--- src/rtl/mem_interface_unit.sv ---
// Memory interface unit: MAR/MDR holder and wait-state access sequencer for the 512 x 32 main memory.
// Optional address bounds check is enabled by defining MEM_BOUNDS_CHECK_EN.
module mem_interface_unit #(
  parameter int DATA_W      = 32,
  parameter int ADDR_W      = 9,
  parameter int WAIT_CYCLES = 1
) (
  input  logic              clk,
  input  logic              clr,
  input  logic [DATA_W-1:0] bus_in,
  input  logic              mar_in,
  input  logic              mdr_in,
  input  logic              rd_req,
  input  logic              wr_req,
  output logic [DATA_W-1:0] mdr_out,
  output logic              busy,
  output logic              done,
  output logic              addr_err,
  output logic [ADDR_W-1:0] mem_addr,
  output logic [DATA_W-1:0] mem_datain,
  output logic              mem_write,
  input  logic [DATA_W-1:0] mem_dataout
);

  typedef enum logic [1:0] {
    ST_IDLE   = 2'd0,
    ST_WAIT   = 2'd1,
    ST_ACCESS = 2'd2,
    ST_DONE   = 2'd3
  } state_t;

  localparam logic [3:0] WAIT_LOAD = (WAIT_CYCLES == 0) ? 4'd0 : 4'(WAIT_CYCLES - 1);

  state_t            state_r, state_next_s;
  logic [3:0]        cnt_r, cnt_next_s;
  logic              op_wr_r, op_wr_next_s;
  logic              err_r, err_next_s;
  logic [DATA_W-1:0] mar_r, mar_next_s;
  logic [DATA_W-1:0] mdr_r, mdr_next_s;
  logic [DATA_W-1:0] mar_load_s;
  logic              req_s;
  logic              oob_s;

  // A request in the same cycle as a MAR load must see the freshly loaded address
  assign mar_load_s = mar_in ? bus_in : mar_r;
  assign req_s      = rd_req | wr_req;

`ifdef MEM_BOUNDS_CHECK_EN
  assign oob_s    = |mar_load_s[DATA_W-1:ADDR_W];
  assign addr_err = (state_r == ST_DONE) & err_r;
`else
  logic unused_s;
  assign oob_s    = 1'b0;
  assign addr_err = 1'b0;
  assign unused_s = ^{mar_r[DATA_W-1:ADDR_W], err_r};
`endif

  // Next-state and register-update logic for the access sequencer
  always_comb begin
    state_next_s = state_r;
    cnt_next_s   = cnt_r;
    op_wr_next_s = op_wr_r;
    err_next_s   = err_r;
    mar_next_s   = mar_r;
    mdr_next_s   = mdr_r;
    case (state_r)
      ST_IDLE: begin
        mar_next_s = mar_load_s;
        if (mdr_in) begin
          mdr_next_s = bus_in;
        end else begin
          mdr_next_s = mdr_r;
        end
        err_next_s = 1'b0;
        if (req_s) begin
          op_wr_next_s = wr_req;
          if (oob_s) begin
            err_next_s   = 1'b1;
            state_next_s = ST_DONE;
          end else if (WAIT_CYCLES == 0) begin
            state_next_s = ST_ACCESS;
          end else begin
            cnt_next_s   = WAIT_LOAD;
            state_next_s = ST_WAIT;
          end
        end else begin
          state_next_s = ST_IDLE;
        end
      end
      ST_WAIT: begin
        if (cnt_r == 4'd0) begin
          state_next_s = ST_ACCESS;
        end else begin
          cnt_next_s = cnt_r - 4'd1;
        end
      end
      ST_ACCESS: begin
        // Read data is asynchronous, so it is already valid for the whole access cycle
        if (!op_wr_r) begin
          mdr_next_s = mem_dataout;
        end else begin
          mdr_next_s = mdr_r;
        end
        state_next_s = ST_DONE;
      end
      ST_DONE: begin
        err_next_s   = 1'b0;
        state_next_s = ST_IDLE;
      end
      default: begin
        state_next_s = ST_IDLE;
      end
    endcase
  end

  // State and datapath registers with synchronous clear
  always_ff @(posedge clk) begin
    if (clr) begin
      state_r <= ST_IDLE;
      cnt_r   <= 4'd0;
      op_wr_r <= 1'b0;
      err_r   <= 1'b0;
      mar_r   <= '0;
      mdr_r   <= '0;
    end else begin
      state_r <= state_next_s;
      cnt_r   <= cnt_next_s;
      op_wr_r <= op_wr_next_s;
      err_r   <= err_next_s;
      mar_r   <= mar_next_s;
      mdr_r   <= mdr_next_s;
    end
  end

  // clr gates the strobe so a clear during ACCESS cannot commit a partial write
  assign mem_write  = (state_r == ST_ACCESS) & op_wr_r & ~clr;
  assign busy       = (state_r != ST_IDLE);
  assign done       = (state_r == ST_DONE);
  assign mem_addr   = mar_r[ADDR_W-1:0];
  assign mem_datain = mdr_r;
  assign mdr_out    = mdr_r;

endmodule

--- config.mk ---
export PLATFORM = sky130hd
export DESIGN_NAME = mem_interface_unit
export DESIGN_NICKNAME = d
export VERILOG_FILES = /design/src/rtl/mem_interface_unit.sv
export SDC_FILE = /design/constraint.sdc
export NUM_CORES = 1
export LEC_CHECK = 0
export CAP_MARGIN = 20
export CORE_ASPECT_RATIO = 1.75
export CORE_MARGIN = 1.5
export CORE_UTILIZATION = 39
export CTS_CLUSTER_SIZE = 8
export DETAILED_ROUTE_END_ITERATION = 8
export PLACE_DENSITY_LB_ADDON = 0.15
export SLEW_MARGIN = 25
export SYNTH_ARGS = -nofsm -noshare
export SYNTH_HDL_FRONTEND = slang
export SYNTH_SLANG_ARGS = --single-unit
--- constraint.sdc ---
create_clock -name clk -period 1.88 [get_ports clk]
set_input_delay 0.376 -clock clk [delete_from_list [all_inputs] [get_ports clk]]
set_output_delay 0.376 -clock clk [all_outputs]
set_load 0.01 [all_outputs]
==> metrics.md <==
| Metric | Value |
|---|---|
| Status | completed |
| Post-DP HPWL | 5304 µm |
| Crit share post-route | 0.9438 |
| DR vias/cell | 5.066 |
| Switching share of power | 0.3576 |
| Xor/xnor share of the synthesized area | 0 |
| Largest net degree at the start of global routing | 34 |
| Design Area, Final | 0.004091 mm² |
| Placed Cells | 462 |
| F_max | 563.6 MHz |
| DRC viols | 0 |
| Wire per inst | 14.80 µm |
| FP Rows | 39 |
| Slew Limit Fails | 0 |
| Cell Area, Placed | 0.003943 mm² |
| Chip width | 65.56 µm |
| Die Y | 112.5 µm |
| EDFF count, synth | 0 |
| Peak VDD IR | 0.8526 mV |
| Setup CP Type | flip-flop to primary output |
| CP Capture Type | primary output |
| Final Setup Violations | 0 |
| Combinational share of power | 0.544 |
| Pwr dens | 1295 mW/mm² |
| Most frequent cells after synthesis | dfxtp_1 (48), a21oi_1 (43), buf_4 (33) |
| Clock Sinks | 48 |
| Layout area overhead | 53.16% |
| Setup crit start kind | flip-flop |
| Leak | 1.430 nW |
| Flop pwr share | 0.287 |
| Clock Power Share | 0.169 |
| Mux cell area share after synthesis | 0.1255 |
| Most numerous cell in the Yosys netlist | dfxtp_1 |
| Final Net Count | 463 |
| R2R cell count | 6 |
| Area of the multi-input gates | 0.001311 mm² |
| Num CTS Buffers | 5 |
| Net Count, Synth | 356 |
| Yosys warns | 0 |
| RSZ-0062 raised after global routing | no |
| I/O Pins | 147 |
| Clock Path Buffers | 2 |
| Min cycle time layout | 1774 ps |
| DR pass1 iterations | 4 |
| Routed wire length | 6957 µm |
| Hold Crit Class | flip-flop to flip-flop |
| Fill cells | 617 |
| GPL Wtd Cong | 0.8002 |
| Post-CTS Hold Buffers | 0 |
| CP required | 1500 ps |
| Sw Pwr | 1.895 mW |
| Grt total ovfl | 0 |
| Synth area leader | dfxtp_1 |
| Post-synth cell types | 32 |
| Synth Area in Adders | 0.02810 |
| Htree depth | 2 |
| Ys async rst share | 0 |
| Setup Buffers After CTS | 0 |
| Top fanout value on the critical path | 3 |
| I/O Buffers | 145 |
| Final hold vios | 0 |
| First-pass GRT wire length | 10,890 µm |
| Final ANT Viol Nets | 0 |
| Register bit total from synthesis | 48 |
| Ys flop type | dfxtp_1 |
| Final non-filler cell total | 470 |
| Largest family of logic cells by synthesized area | compound AO/OA/AOI/OAI gates |
| Post-synth top area share | 0.3597 |
| DIE AREA | 0.007375 mm² |
| Total negative setup slack | 0 ps |
| Worst-Skew Late Latency | 280 ps |
| Hold Crit Depth | 2 |
| Post-Synth Simple-Gate Area | 0.07728 |
| Via Count | 2,381 |
| CTS tree | built |
| Sequential Area | 962.2 µm² |
| Initial antenna violation count | 0 |
| Diodes inserted | 0 |
| Final hold slack | 457.2 ps |
| Synth area leaders | dfxtp_1 (36%), a211oi_2 (14%), mux2i_1 (12%) |
| Synthesized instance count | 280 |
| GRT Resource Usage Total | 0.1839 |
| Root Buffer | clkbuf_16 |
| Max-Cap Viols | 0 |
| Internal Pwr Total | 3.404 mW |
| Worst Path Arrival | 1400 ps |
| Vias in the first global route | 2,294 |
| Core area | 0.006588 mm² |
| Post-synthesis cell area | 0.002671 mm² |
| Synth Area in Compound Gates | 0.2571 |
| Sequential fraction of the synthesis area | 0.3597 |
| Clock transition at path regs | 60 ps |
| Mapped Avg Cell Area | 9.540 µm² |
| Power, Total | 5.299 mW |
| Share of post-route cells with drive strength above 1 | 0.1443 |
| 1st-iter DRT viols | 100 |
| Max Clock Skew | 3.281 ps |
| Initial Util | 0.4055 |
-- per-layer routing --
layer	GRT usage	share of wire
met5	0	0
met1	0.2043	0.39
met3	0.03006	0.053
met2	0.3531	0.54
met4	0.04167	0.0085
-- cells in the final DEF (no fill, tap or decap), types with 2 or more instances in the layout --
cell / instances
nor3b_1: 2
nor2_1: 6
o311ai_0: 2
clkbuf_16: 5
o21ai_0: 2
nand3_1: 13
inv_1: 7
nand2_1: 15
a21oi_1: 43
ha_1: 5
a211oi_2: 30
dfxtp_1: 47
or3b_2: 2
clkdlybuf4s50_1: 142
a211oi_1: 3
mux2i_1: 32
buf_4: 9
-- cell type report --
class | count | share of cell area
Timing Repair Buffer | 156 | 0.3761
Clock buffer | 7 | 0.03486
Inverter | 7 | 0.006422
Sequential cell | 48 | 0.2352
Tap cell | 82 | 0.02508
Multi-Input combinational cell | 169 | 0.3205
Clock inverter | 1 | 0.001835
-- sequential cells by signal (all words and copies together) (netlist names) --
signal / count
cnt_r: 4
mar_r: 9
mdr_out: 32
op_wr_r: 1
state_r: 2
-- final timing paths --
check,start,end,slack [ps]
max,state_r[0],done,110
min,mar_r[5],mar_r[5],460
max reg2reg,state_r[1],cnt_r[3],140
min reg2reg,mar_r[5],mar_r[5],460
-- critical path, stage by stage (launching register included) --
cell,delay [ps]
dfxtp_1,340
buf_4,130
ha_1,140
clkdlybuf4s50_1,520
-- power groups by stage --
stage          Sequential, mW  Combinational (mW)  Clock [mW]
6_report                 1.52                2.88       0.893
3_3_place_gp             1.53                2.89           0
4_1_cts                  1.53                2.92       0.913
2_1_floorplan            1.62                1.78           0
5_1_grt                  1.56                3.10       0.957
3_5_place_dp             1.54                2.93           0
-- repair_timing --
item,CTS,global route
cloned,0,0
gates resized for setup,3,3
setup endpoints to repair,2,12
-- through the flow --
step / utilization / worst slack, ps
floorplan: - / 160.6
global placement: 0.5985 / 127.0
detailed placement: 0.5985 / 98.65
CTS: 0.6211 / 65.15
global route: 0.6211 / 43.49
finish: 0.6211 / 105.7
-- cell families after synthesis --
| logic type | count (synthesis) |
|---|---|
| adder cells (fa/ha/maj) | 6 |
| buffers and inverters | 63 |
| AO/OA/AOI/OAI | 86 |
| other | 1 |
| flip-flops | 48 |
| AND/OR/NAND/NOR | 43 |
| multiplexers | 33 |
Note: power is estimated with default switching activity, not from simulation.
